**src/rtl/pe_feeder_pkg.sv**
```systemverilog
// Shared types and constants for the PE feeder: channel/top state encodings
// and the IFMap row-flag bit positions seen by the PE scratch-pad controller.
package pe_feeder_pkg;

  typedef enum logic [1:0] {
    CH_IDLE,
    CH_ISSUE,
    CH_DRAIN,
    CH_DONE
  } chan_state_t;

  typedef enum logic [1:0] {
    TOP_IDLE,
    TOP_RUN,
    TOP_FINISH
  } top_state_t;

  localparam int IFMAP_WIDTH_DEF = 18;
  localparam int SOR_BIT         = IFMAP_WIDTH_DEF - 1;
  localparam int EOR_BIT         = IFMAP_WIDTH_DEF - 2;

endpackage

```
**src/rtl/pe_feeder_feed_channel.sv**
```systemverilog
// One memory-to-FIFO feed channel: address/count generator, issue logic and a
// one-cycle write-strobe pipe, with optional start/end-of-row tagging.
module feed_channel
  import pe_feeder_pkg::*;
#(
  parameter int DATA_W  = 8,
  parameter int RDATA_W = 8,
  parameter int ADDR_W  = 10,
  parameter int LEN_W   = 8,
  parameter bit ROW_TAG = 1'b0
) (
  input  logic               clk,
  input  logic               rst,
  input  logic               start,
  input  logic               clear,
  input  logic [ADDR_W-1:0]  base,
  input  logic [LEN_W-1:0]   row_len,
  input  logic [LEN_W-1:0]   num_rows,
  input  logic               ready,
  output logic               mem_ren,
  output logic [ADDR_W-1:0]  mem_addr,
  input  logic [RDATA_W-1:0] mem_rdata,
  output logic [DATA_W-1:0]  wr_data,
  output logic               wr_en,
  output logic               fin
);

  chan_state_t        state, state_nxt;
  logic [ADDR_W-1:0]  addr_q;
  logic [LEN_W-1:0]   col_q, row_q, len_q, rows_q;
  logic               wr_en_q;
  logic [DATA_W-1:0]  hold_q;
  logic [DATA_W-1:0]  wr_word;
  logic               issue, last_col, last_row, zero_len;

  assign issue    = (state == CH_ISSUE) && ready;
  assign last_col = (col_q == len_q - LEN_W'(1));
  assign last_row = (row_q == rows_q - LEN_W'(1));
  assign zero_len = (row_len == '0) || (num_rows == '0);

  always_ff @(posedge clk or posedge rst) begin
    if (rst) state <= CH_IDLE;
    else     state <= state_nxt;
  end

  // DRAIN always lasts one cycle: its first cycle carries the final write.
  always_comb begin
    state_nxt = state;
    case (state)
      CH_IDLE:  if (start) state_nxt = zero_len ? CH_DONE : CH_ISSUE;
      CH_ISSUE: if (issue && last_col && last_row) state_nxt = CH_DRAIN;
      CH_DRAIN: if (wr_en_q) state_nxt = CH_DONE;
      CH_DONE:  if (clear) state_nxt = CH_IDLE;
      default:  state_nxt = CH_IDLE;
    endcase
  end

  always_ff @(posedge clk or posedge rst) begin
    if (rst) begin
      addr_q  <= '0;
      col_q   <= '0;
      row_q   <= '0;
      len_q   <= '0;
      rows_q  <= '0;
      wr_en_q <= 1'b0;
      hold_q  <= '0;
    end else begin
      wr_en_q <= issue;
      if (state == CH_IDLE && start) begin
        addr_q <= base;
        col_q  <= '0;
        row_q  <= '0;
        len_q  <= row_len;
        rows_q <= num_rows;
      end else if (issue) begin
        addr_q <= addr_q + ADDR_W'(1);
        if (last_col) begin
          col_q <= '0;
          row_q <= row_q + LEN_W'(1);
        end else begin
          col_q <= col_q + LEN_W'(1);
        end
      end
      if (wr_en_q) hold_q <= wr_word;
    end
  end

  generate
    if (ROW_TAG) begin : g_tag
      logic sor_q, eor_q;
      always_ff @(posedge clk or posedge rst) begin
        if (rst) begin
          sor_q <= 1'b0;
          eor_q <= 1'b0;
        end else if (issue) begin
          sor_q <= (col_q == '0);
          eor_q <= last_col;
        end
      end
      assign wr_word = {sor_q, eor_q, mem_rdata};
    end else begin : g_plain
      assign wr_word = mem_rdata;
    end
  endgenerate

  // Output word only moves with the strobe; otherwise the last written word is held.
  assign wr_data  = wr_en_q ? wr_word : hold_q;
  assign wr_en    = wr_en_q;
  assign mem_ren  = issue;
  assign mem_addr = addr_q;
  assign fin      = (state == CH_DONE) || (state == CH_DRAIN && wr_en_q);

endmodule

```
**src/rtl/pe_feeder.sv**
```systemverilog
// Job-level feeder: runs the filter and IFMap channels concurrently from one
// start pulse and reports completion with a single-cycle done.
module pe_feeder
  import pe_feeder_pkg::*;
#(
  parameter int IFMAP_WIDTH          = 18,
  parameter int FILTER_WIDTH         = 8,
  parameter int ADDR_WIDTH           = 10,
  parameter int FILTER_SIZE_REG_SIZE = 8,
  parameter int LEN_WIDTH            = 8
) (
  input  logic                            clk,
  input  logic                            rst,
  input  logic                            start,
  input  logic [ADDR_WIDTH-1:0]           ifmap_base,
  input  logic [LEN_WIDTH-1:0]            row_len,
  input  logic [LEN_WIDTH-1:0]            num_rows,
  input  logic [ADDR_WIDTH-1:0]           filter_base,
  input  logic [FILTER_SIZE_REG_SIZE-1:0] filter_size,
  output logic                            ifmap_mem_ren,
  output logic [ADDR_WIDTH-1:0]           ifmap_mem_addr,
  input  logic [IFMAP_WIDTH-3:0]          ifmap_mem_rdata,
  output logic                            filter_mem_ren,
  output logic [ADDR_WIDTH-1:0]           filter_mem_addr,
  input  logic [FILTER_WIDTH-1:0]         filter_mem_rdata,
  input  logic                            ifmap_ready,
  input  logic                            filter_ready,
  output logic [IFMAP_WIDTH-1:0]          IFMap_in,
  output logic                            wen_IFMap_buffer,
  output logic [FILTER_WIDTH-1:0]         Filter_in,
  output logic                            wen_Filter_buffer,
  output logic                            busy,
  output logic                            done
);

  top_state_t state, state_nxt;
  logic       accept, ifmap_fin, filter_fin;

  assign accept = start && (state == TOP_IDLE);

  always_ff @(posedge clk or posedge rst) begin
    if (rst) state <= TOP_IDLE;
    else     state <= state_nxt;
  end

  always_comb begin
    state_nxt = state;
    case (state)
      TOP_IDLE:   if (start) state_nxt = TOP_RUN;
      TOP_RUN:    if (ifmap_fin && filter_fin) state_nxt = TOP_FINISH;
      TOP_FINISH: state_nxt = TOP_IDLE;
      default:    state_nxt = TOP_IDLE;
    endcase
  end

  assign busy = (state != TOP_IDLE);
  assign done = (state == TOP_FINISH);

  feed_channel #(
    .DATA_W  (IFMAP_WIDTH),
    .RDATA_W (IFMAP_WIDTH - 2),
    .ADDR_W  (ADDR_WIDTH),
    .LEN_W   (LEN_WIDTH),
    .ROW_TAG (1'b1)
  ) u_ifmap (
    .clk       (clk),
    .rst       (rst),
    .start     (accept),
    .clear     (done),
    .base      (ifmap_base),
    .row_len   (row_len),
    .num_rows  (num_rows),
    .ready     (ifmap_ready),
    .mem_ren   (ifmap_mem_ren),
    .mem_addr  (ifmap_mem_addr),
    .mem_rdata (ifmap_mem_rdata),
    .wr_data   (IFMap_in),
    .wr_en     (wen_IFMap_buffer),
    .fin       (ifmap_fin)
  );

  // The filter stream is a single "row" of filter_size words.
  feed_channel #(
    .DATA_W  (FILTER_WIDTH),
    .RDATA_W (FILTER_WIDTH),
    .ADDR_W  (ADDR_WIDTH),
    .LEN_W   (FILTER_SIZE_REG_SIZE),
    .ROW_TAG (1'b0)
  ) u_filter (
    .clk       (clk),
    .rst       (rst),
    .start     (accept),
    .clear     (done),
    .base      (filter_base),
    .row_len   (filter_size),
    .num_rows  (FILTER_SIZE_REG_SIZE'(1)),
    .ready     (filter_ready),
    .mem_ren   (filter_mem_ren),
    .mem_addr  (filter_mem_addr),
    .mem_rdata (filter_mem_rdata),
    .wr_data   (Filter_in),
    .wr_en     (wen_Filter_buffer),
    .fin       (filter_fin)
  );

endmodule

```
**config.mk**
```make
export PLATFORM = sky130hd
export DESIGN_NAME = pe_feeder
export DESIGN_NICKNAME = d
export VERILOG_FILES = /design/src/rtl/pe_feeder_pkg.sv /design/src/rtl/pe_feeder_feed_channel.sv /design/src/rtl/pe_feeder.sv
export SDC_FILE = /design/constraint.sdc
export NUM_CORES = 1
export LEC_CHECK = 0
export BUFFER_PORTS_ARGS = -buffer_cell sky130_fd_sc_hd__buf_4
export CORE_UTILIZATION = 25
export DETAILED_ROUTE_END_ITERATION = 7
export SLEW_MARGIN = 15
export SYNTH_ARGS = -nofsm -noshare
export SYNTH_HDL_FRONTEND = slang
export SYNTH_SLANG_ARGS = --single-unit
```
**constraint.sdc**
```tcl
create_clock -name clk -period 10.9 [get_ports clk]
set_clock_uncertainty 0.15 [all_clocks]
set_input_delay 1.635 -clock clk [delete_from_list [all_inputs] [get_ports clk]]
set_output_delay 1.635 -clock clk [all_outputs]
set_load 0.005 [all_outputs]
```
# ---- Word-level counts from Yosys, hierarchy flattened
# Index checks and enable logic that the tools add are counted.
# W data, S select, Z words.
dict set report op_classes {
  reduce_logical 32
  n_addsub 10
  n_mux 32
  n_eq_ne 22
}
# operator count
set op_table {}
lappend op_table {{$mux W8} 13}
lappend op_table {{$mux W10} 4}
lappend op_table {{$add A8 B1 Y8 const B} 4}
lappend op_table {{$eq A8 B8 Y1} 4}
lappend op_table {{$logic_not A8 Y1} 4}
lappend op_table {{$sub A8 B1 Y8 const B} 3}
lappend op_table {{$mux W2} 11}
lappend op_table {{$add A10 B1 Y10 const B} 2}
lappend op_table {{$mux W18} 1}
lappend op_table {{$pmux W2 S4} 2}
lappend op_table {{$logic_and A1 B1 Y1} 12}
lappend op_table {{$ne A2 B2 Y1 const B} 6}
lappend op_table {{$eq A2 B2 Y1 const B} 5}
lappend op_table {{$reduce_bool A2 Y1} 5}
lappend op_table {{$ne A2 B1 Y1 const B} 4}
lappend op_table {{$reduce_and A4 Y1} 2}
lappend op_table {{$eq A2 B1 Y1 const B} 3}
lappend op_table {{$logic_not A2 Y1} 3}
lappend op_table {{$reduce_and A2 Y1} 3}
lappend op_table {{$pmux W2 S2} 1}
lappend op_table {{$logic_or A1 B1 Y1} 3}
lappend op_table {{$sub A1 B1 Y2 const B} 1}
dict set report word_totals {
  reg_bits 113
  output_inout_bits 52
  wordCells 115
}

# ---- Depth between registers and ports, before layout
# Gate-level depths: netlist (run 1).
dict set report depth {
  ltp_word 6
  ltp_mapped 10
  ltp_nobuf 9
}

# ---- Hierarchy
# Synthesis (run 1) repeated with hierarchy kept, for this count alone.
dict set report hier_totals {
  cells_unflattened 694
  area_unflattened_um2 6621.4
}
# module cells_each area_per_inst_um2 instances
set by_module_without_submodules {}
lappend by_module_without_submodules {{feed_channel at u_ifmap} 361 3515.9 1}
lappend by_module_without_submodules {{feed_channel at u_filter} 321 3000.4 1}
lappend by_module_without_submodules {pe_feeder 12 105.1 1}

# ---- Worst setup path before layout (run 1)
# Ideal clock, no wire load.
dict set report synth_timing {
  path_type {input to output}
  start {input filter_ready}
  end {output filter_mem_ren}
  cell_stages 4
  setup_slack_ns 6.748
  path_buffers 2
  arrival_time_ns 2.368
  path_cell_list {nand2_1 > inv_1 > clkbuf_1 > buf_1}
}
dict set report synth_between {
  elab_chain_len 1
}
# element line_no
set synth_rtl {}
lappend synth_rtl {{start, declared} pe_feeder.sv:27} ;# input logic filter_ready,
lappend synth_rtl {{$logic_and A1 B1 Y1} pe_feeder_feed_channel.sv:36} ;# assign issue = (state == CH_ISSUE) && ready;
lappend synth_rtl {{end, declared} pe_feeder.sv:23} ;# output logic filter_mem_ren,
# No other way between the ends.

# ---- Final worst setup path (run 1)
# Ends and elaborated chain as after synthesis.

==> flow_summary.json, run 1 <==
{
  "reg2reg_depth": 7,
  "setup_tns_ps": 0,
  "port_buffers": 124,
  "crit_start": "filter_ready",
  "clkTransAtPathRegs_ps": 50,
  "report.final.setup_viol": 0,
  "overflow": 0,
  "grt_pass1_wl_um": 23940,
  "num_rows": 56,
  "yosysSeqAreaShare_pct": 47.00,
  "synth-seq-cells": 113,
  "r2r_slack_ps": 7350,
  "grt_pass1_vias": 4731,
  "synth_enable_flop_cells": 0,
  "regArea_um2": 2828,
  "num_vias": 4866,
  "htreeDepth": 4,
  "cts_resized": 0,
  "fmax_mhz": 233.7,
  "vdd_ir_drop_max_uv": 122.0,
  "wirelength_um": 14490,
  "routabilityCongestion": 0.7764,
  "drt_iter0_drc": 272,
  "grt_max_degree": 68,
  "initial_utilization_pct": 25.55,
  "cp.arrival_ps": 2490,
  "crit_end": "filter_mem_ren",
  "post_cts_buffers": 0,
  "routedWlPerCell_um": 13.50,
  "fin_crit_sh_pct": 39.25,
  "cts_buffer_depth": 2,
  "rsz0062_at_grt": "false",
  "ios": 125,
  "syn_avg_cell_area_um2": 9.641,
  "cts_buffers": 17,
  "r2r_start": "u_filter.len_q[2]$_DFFE_PP0P_",
  "fillers": 2435,
  "reg2reg_to": "u_filter.row_q[6]$_DFFE_PP0P_",
  "syn_inst": 624,
  "yosys_warnings": 0,
  "maxSlewViolCount": 0,
  "p_per_area_nw_per_um2": 261.6,
  "drc_errors": 0,
  "synth_ff_type": "dfrtp_1",
  "finish.utilization_pct": 33.43,
  "tightestPinTransition_ps": 899.8,
  "die_h_um": 157.1,
  "outcome": "finished clean",
  "required_ps": 9120,
  "p_leak_nw": 3.579,
  "track_usage_pct": 12.33,
  "synth_nets": 716,
  "viasPerCell": 4.531,
  "syn_area_um2": 6016,
  "tritoncts": "built",
  "hold_viol": 0,
  "synthToLayoutAreaGrowth_pct": 30.84,
  "ys_types": 49,
  "multi_input_area_um2": 2992,
  "antenna_found_initial": 0,
  "die-area_um2": 24690,
  "max_slew_margin_pct": 40.01,
  "start_kind": "input port",
  "antenna_left": 0,
  "core_um2": 23540,
  "cp_max_fo": 21,
  "first_pass_iters": 4,
  "layout-drive-gt1-share_pct": 26.36,
  "fin_nets": 835,
  "insertion_delay_ps": 410,
  "fin_crit_ps": 4278,
  "crit_type": "input port to primary output",
  "final_cell_mix": "buf_4 (127), dfrtp_1 (113), nand2_1 (94), o21ai_0 (41), nor2_1 (37)",
  "cap_violations": 0,
  "ctsHoldBuffers": 0,
  "clkSinkCount": 113,
  "end_kind": "primary output",
  "dp_hpwl_um": 10220,
  "cts_root_buffer": "clkbuf_16",
  "diodes": 0,
  "async_flop_share_pct": 100.0,
  "final_common_cell": "buf_4",
  "die_w_um": 157.1,
  "hold_path.class": "register to register"
}
Yosys cell counts (2+ instances only):
cell type | n | area [µm²]
dfrtp_1 | 113 | 2828
nand2_1 | 94 | 352.8
o21ai_0 | 41 | 205.2
nor2_1 | 37 | 138.9
xor2_1 | 34 | 297.8
mux2_2 | 33 | 371.6
clkbuf_1 | 24 | 90.09
inv_1 | 24 | 90.09
xnor2_1 | 24 | 210.2
nand3_1 | 23 | 115.1
a21oi_1 | 20 | 100.1
ha_1 | 19 | 237.7
nand4_1 | 15 | 93.84
and3_1 | 14 | 87.58
nor4_1 | 13 | 81.33
a31oi_1 | 9 | 56.30
nor3_1 | 9 | 45.04
mux2i_1 | 8 | 80.08
nand3b_1 | 6 | 45.04
o31ai_1 | 6 | 45.04
o211ai_1 | 5 | 37.54
or4_1 | 5 | 37.54
and2_1 | 4 | 25.02
nand2b_1 | 4 | 25.02
nor2b_1 | 4 | 25.02
nor4b_1 | 4 | 35.03
or3_1 | 4 | 25.02
nor3b_1 | 3 | 22.52
or2_2 | 3 | 18.77
a211oi_1 | 2 | 15.01
buf_1 | 2 | 7.510
worst min path at each step:
stage | start | end | cells after the start
floorplan | u_ifmap.g_tag.sor_q$_DFFE_PP0P_ | u_ifmap.g_tag.sor_q$_DFFE_PP0P_ | 2
global placement | u_ifmap.hold_q[15]$_DFF_PP0_ | u_ifmap.hold_q[15]$_DFF_PP0_ | 1
detailed placement | u_ifmap.g_tag.sor_q$_DFFE_PP0P_ | u_ifmap.g_tag.sor_q$_DFFE_PP0P_ | 2
CTS | u_filter.hold_q[7]$_DFF_PP0_ | u_filter.hold_q[7]$_DFF_PP0_ | 1
global route | u_filter.hold_q[7]$_DFF_PP0_ | u_filter.hold_q[7]$_DFF_PP0_ | 1
finish | u_ifmap.g_tag.sor_q$_DFFE_PP0P_ | u_ifmap.g_tag.sor_q$_DFFE_PP0P_ | 2
cell type report:
type	instances	area share, %
inverter	25	1.224
timing repair buffer	127	12.11
sequential	113	35.92
multi-input combinational	459	38.01
tap	319	5.071
clock inverter	11	1.733
clock buffer	20	5.929
registers in the layout (all words and copies together), names as in the netlist:
register	cells
u_ifmap.mem_addr	10
u_ifmap.hold_q	18
u_ifmap.wr_en	1
u_ifmap.g_tag.eor_q	1
u_ifmap.state	2
state	2
u_filter.rows_q	1
u_filter.mem_addr	10
u_filter.len_q	8
u_filter.wr_en	1
u_filter.state	2
u_ifmap.rows_q	8
u_filter.row_q	8
u_ifmap.row_q	8
u_filter.hold_q	8
u_ifmap.col_q	8
u_ifmap.len_q	8
u_filter.col_q	8
u_ifmap.g_tag.sor_q	1
cell families after synthesis:
| kind of cell | after synthesis | synth area share [%] |
|---|---|---|
| buf+inv | 52 | 3.265 |
| compound gates | 95 | 9.630 |
| flops | 113 | 47.00 |
| simple gates | 246 | 20.20 |
| fa+ha+maj | 19 | 3.952 |
| mux | 41 | 7.508 |
| xor+xnor | 58 | 8.444 |
worst max-delay path, stage by stage:
cell and delay [ps]:
buf_4 80, nand2_1 100, inv_1 470, buf_4 210
per-stage QoR:
step                cells  power, mW  hold WS (ps)  setup slack (ps)  cell area, µm²
detailed placement   1043      1.505         336.6              6605            7268
finish               1074      2.059         342.7              6622            7871
CTS                  1074      2.091         350.9              6602            7871
global route         1074      2.223         356.3              6536            7871
floorplan             624      1.207         283.1              6128            6016
global placement     1043      1.488         330.5              6621            7268
report_power, final:
part | total (mW) | switching, mW | internal, mW
Combinational | 0.738 | 0.341 | 0.397
Clock | 0.570 | 0.196 | 0.374
Sequential | 0.750 | 0.170 | 0.580
metal layers:
layer	part of all wire (%)	GRT usage (%)
met1	49	16.59
met2	45	19.15
met3	4.7	3.359
met4	1.2	3.791
met5	0	0
No activity file was read; power rests on OpenSTA's default activity.
==> inputs of run 2 (changes only) <==
clock period = 3.5 ns   (was 10.9 ns; I/O delays follow)
==> flow_summary.json, run 2 (synthesis gave the netlist of run 1 again) <==
{
  "cts_root_buffer": "clkbuf_16",
  "cts_buffers": 17,
  "die-area_um2": 24690,
  "first_pass_iters": 5,
  "ios": 125,
  "post_cts_buffers": 0,
  "crit_family": "simple AND/OR/NAND/NOR gates",
  "fmax_mhz": 310.2,
  "routed.top_layer": "met4",
  "fin_crit_ps": 3224,
  "htreeDepth": 4,
  "dp_hpwl_um": 10470,
  "insertion_delay_ps": 420,
  "overflow": 0,
  "cts_buffer_depth": 2,
  "r2r_start": "u_filter.len_q[2]$_DFFE_PP0P_",
  "power.total_mw": 6.372,
  "report.final.setup_viol": 0,
  "cp_cell_sequence": "or3_4 > or4_1 > a2111o_1 > a311oi_2 > buf_4 > and2_1 > mux2i_1 > nor2_1",
  "vdd_ir_drop_max_uv": 336.0,
  "max_stage_delay_ps": 480,
  "routedWlPerCell_um": 13.57,
  "wl_met3_um": 737,
  "cts_resized": 0,
  "rsz0062_at_grt": "false",
  "tritoncts": "built",
  "crit_type": "register to register",
  "initial_utilization_pct": 25.55,
  "grt_max_degree": 114,
  "viasPerCell": 4.534,
  "fin_crit_sh_pct": 92.12,
  "antenna_found_initial": 0,
  "drt_iter0_drc": 227,
  "synthToLayoutAreaGrowth_pct": 31.32,
  "crit_slowest_cell": "or4_1",
  "reg2reg_depth": 8,
  "setup_tns_ps": 0,
  "tightestPinTransition_ps": 900.7,
  "intPower_mw": 4.143,
  "die_w_um": 157.1,
  "crit_start": "u_filter.len_q[2]$_DFFE_PP0P_",
  "finalInstanceArea_um2": 7900,
  "final_cell_mix": "buf_4 (130), dfrtp_1 (113), nand2_1 (94), o21ai_0 (41), nor2_1 (37)",
  "fillers": 2448,
  "maxSlewViolCount": 0,
  "die_h_um": 157.1,
  "largest_reg_flops": 18,
  "place_area_um2": 7312,
  "p_leak_nw": 3.583,
  "hold_viol": 0,
  "r2r_slack_ps": 280,
  "fin_nets": 839,
  "start_kind": "register",
  "required_ps": 3610,
  "diodes": 0,
  "hold_path.class": "input port to asynchronous set/reset pin",
  "wl_met2_um": 6611,
  "p_comb_share_pct": 36.6,
  "wl_met1_um": 7082,
  "layout-drive-gt1-share_pct": 26.71,
  "core_um2": 23540,
  "pwr-share-seq_pct": 36.6,
  "cp.arrival_ps": 3330,
  "power_switching_mw": 2.229,
  "top_register": "u_ifmap.hold_q",
  "antenna_left": 0,
  "port_buffers": 124,
  "ctsHoldBuffers": 0,
  "clkSinkCount": 113,
  "cap_violations": 0,
  "wirelength_um": 14650,
  "cp_num_cells": 8,
  "max_slew_margin_pct": 39.95,
  "outcome": "finished clean",
  "path_buf_inv": 1,
  "clkTransAtPathRegs_ps": 60,
  "grt_pass1_wl_um": 24180,
  "p_per_area_nw_per_um2": 806.6,
  "grt_pass1_vias": 4827,
  "track_usage_pct": 12.56,
  "routabilityCongestion": 0.7765,
  "end_kind": "register",
  "num_vias": 4892,
  "cp_max_fo": 8,
  "num_rows": 56,
  "final_common_cell": "buf_4",
  "pwr-share-clk_pct": 26.8,
  "drc_errors": 0,
  "swShare_pct": 34.98
}
## run 2: cell types whose count changed in the layout (fill, tap and decap cells not counted)
cell        before  now
clkinvlp_4       1    4
clkbuf_8         3    6
bufinv_16        3    1
clkinv_2         6    3
inv_4            1    0
clkbuf_1         0    1
buf_12           0    1
buf_4          127  130
## run 2: per-layer routing
layer  vias up  track usage (%)
met4         0            5.132
met1      2333            16.12
met2       108            20.08
met5         -                0
li1       2438                -
met3        13            3.166
## run 2: through the flow
step,cells,worst slack (ps),hold slack (ps),util [%]
2_1_floorplan,624,677.5,283.1,-
3_3_place_gp,1047,316.0,305.9,31.06
3_5_place_dp,1047,300.1,314.6,31.06
4_1_cts,1079,276.5,137.6,33.56
5_1_grt,1079,64.57,148.9,33.56
6_report,1079,275.8,105.3,33.56
## run 2: worst paths after layout
check,end
min in group clk,u_filter.mem_addr[3]$_DFFE_PP0P_
max in group asynchronous,u_filter.len_q[4]$_DFFE_PP0P_
hold / removal,u_filter.hold_q[4]$_DFF_PP0_
setup / recovery,u_filter.row_q[1]$_DFFE_PP0P_
setup reg to reg,u_filter.row_q[1]$_DFFE_PP0P_
hold reg to reg,u_ifmap.g_tag.sor_q$_DFFE_PP0P_
## run 2: cell type report
class / instances / area, µm² / share of cell area (%)
clock inverter: 8 / 76.32 / 0.9661
sequential: 113 / 2828 / 35.79
multi-input combinational: 459 / 2992 / 37.87
timing repair buffer: 131 / 996.0 / 12.61
inverter: 25 / 97.59 / 1.235
clock buffer: 24 / 511.7 / 6.478
tap: 319 / 399.1 / 5.052
## run 2: power groups by stage
stage / combinational (mW) / sequential (mW) / clock [mW]
2_1_floorplan: 1.60 / 2.16 / 0
3_3_place_gp: 2.31 / 2.35 / 0
3_5_place_dp: 2.35 / 2.35 / 0
4_1_cts: 2.37 / 2.34 / 1.76
5_1_grt: 2.63 / 2.42 / 1.82
6_report: 2.33 / 2.33 / 1.71
## run 2: worst register-to-register path, stage by stage, from the launching register on
cell and delay (ps):
dfrtp_1 430, or3_4 440, or4_1 480, a2111o_1 430, a311oi_2 440, buf_4 250
and2_1 200, mux2i_1 190, nor2_1 60
==> inputs of run 3 (changes only) <==
CORE_ASPECT_RATIO = 1.75   (was unset)
==> flow_summary.json, run 3 (synthesis gave the netlist of run 1 again) <==
{
  "drt_iter0_drc": 200,
  "viasPerCell": 4.665,
  "clkSinkCount": 113,
  "final_cell_mix": "buf_4 (132), dfrtp_1 (113), nand2_1 (94), o21ai_0 (41), nor2_1 (37)",
  "routedWlPerCell_um": 14.60,
  "cp_cell_sequence": "inv_1 > ha_1 > inv_1 > o31a_1 > or4_1 > a311oi_2 > nand4_1 > or3_1 > a21oi_1",
  "num_vias": 4973,
  "hold_path.class": "input port to asynchronous set/reset pin",
  "largest_reg_flops": 18,
  "top_register": "u_ifmap.hold_q",
  "max_stage_delay_ps": 550,
  "cts_resized": 0,
  "core_um2": 23520,
  "required_ps": 3690,
  "overflow": 0,
  "crit_type": "register to register",
  "fin_nets": 841,
  "tightestPinTransition_ps": 871.4,
  "htreeDepth": 4,
  "antenna_left": 0,
  "setup_ws_ps": 351.7,
  "ios": 125,
  "cts_buffers": 17,
  "dp_slack_ps": 334.0,
  "fmax_mhz": 317.6,
  "path_buf_inv": 2,
  "cp.arrival_ps": 3340,
  "rsz0062_at_grt": "false",
  "p_per_area_nw_per_um2": 830.4,
  "initial_utilization_pct": 25.58,
  "routabilityCongestion": 0.8289,
  "first_pass_iters": 4,
  "die_w_um": 119.3,
  "post_cts_buffers": 0,
  "start_kind": "register",
  "clkTransAtPathRegs_ps": 60,
  "place_area_um2": 7308,
  "fin_crit_ps": 3148,
  "port_buffers": 124,
  "antenna_found_initial": 0,
  "die_h_um": 207.2,
  "vdd_ir_drop_max_uv": 361.3,
  "ctsHoldBuffers": 0,
  "crit_top_cell": "inv_1",
  "fin_crit_sh_pct": 89.95,
  "max_slew_margin_pct": 41.74,
  "wirelength_um": 15570,
  "diodes": 0,
  "layout-drive-gt1-share_pct": 27.03,
  "die-area_um2": 24710,
  "grt_pass1_wl_um": 25790,
  "report.final.setup_viol": 0,
  "insertion_delay_ps": 420,
  "cp_max_fo": 6,
  "cts_root_buffer": "clkbuf_16",
  "final_common_cell": "buf_4",
  "synthToLayoutAreaGrowth_pct": 32.13,
  "hold_viol": 0,
  "grt_pass1_vias": 5238,
  "multi_input_area_um2": 2992,
  "end_kind": "register",
  "regArea_um2": 2828,
  "drc_errors": 0,
  "crit_family": "simple AND/OR/NAND/NOR gates",
  "dp_hpwl_um": 11640,
  "finalInstanceArea_um2": 7949,
  "cap_violations": 0,
  "crit_slowest_cell": "or4_1",
  "num_rows": 74,
  "track_usage_pct": 13.37,
  "setup_tns_ps": 0,
  "maxSlewViolCount": 0,
  "p_leak_nw": 3.603,
  "cts_buffer_depth": 2,
  "grt_max_degree": 64,
  "fillers": 2436,
  "outcome": "finished clean",
  "tritoncts": "built"
}
[run 3: final cells by class]
type                            count  area share (%)
Multi-Input combinational cell    459           37.64
Clock buffer                       18           5.525
Tap cell                          304           4.785
Timing Repair Buffer              133           12.72
Sequential cell                   113           35.57
Clock inverter                     14           2.534
Inverter                           25           1.228
[run 3: report_power, final]
part           total [mW]  internal, mW  leakage [nW]  switching [mW]
logic                2.40          1.26          1.88            1.14
registers            2.31          1.81          1.43           0.504
clock network        1.89          1.22         0.296           0.675
[run 3: worst paths after layout]
check                                                    to                             from  slack (ps)  depth (start not counted)
setup / recovery              u_filter.row_q[6]$_DFFE_PP0P_    u_filter.len_q[0]$_DFFE_PP0P_         350                          9
min in group clk           u_filter.mem_addr[2]$_DFFE_PP0P_                   filter_base[2]         150                          3
setup reg to reg              u_filter.row_q[6]$_DFFE_PP0P_    u_filter.len_q[0]$_DFFE_PP0P_         350                          9
hold / removal                 u_filter.hold_q[3]$_DFF_PP0_                              rst         100                          2
hold reg to reg             u_ifmap.g_tag.sor_q$_DFFE_PP0P_  u_ifmap.g_tag.sor_q$_DFFE_PP0P_         330                          2
max in group asynchronous       u_ifmap.hold_q[5]$_DFF_PP0_                              rst        2290                          3
[run 3: routing by layer]
layer | share of wire (%) | global-route usage [%]
met4 | 3.0 | 6.635
met2 | 56 | 25.52
met1 | 36 | 12.70
met3 | 4.6 | 3.827
met5 | 0 | 0
[run 3: through the flow]
stage               power, mW  utilization [%]  hold slack [ps]  instances
floorplan               3.758                -            283.1        624
global placement        4.689            31.08            309.8       1034
detailed placement      4.757            31.08            317.9       1034
CTS                     6.704            33.80            110.1       1066
global route            7.081            33.80            153.6       1066
finish                  6.601            33.80            103.0       1066
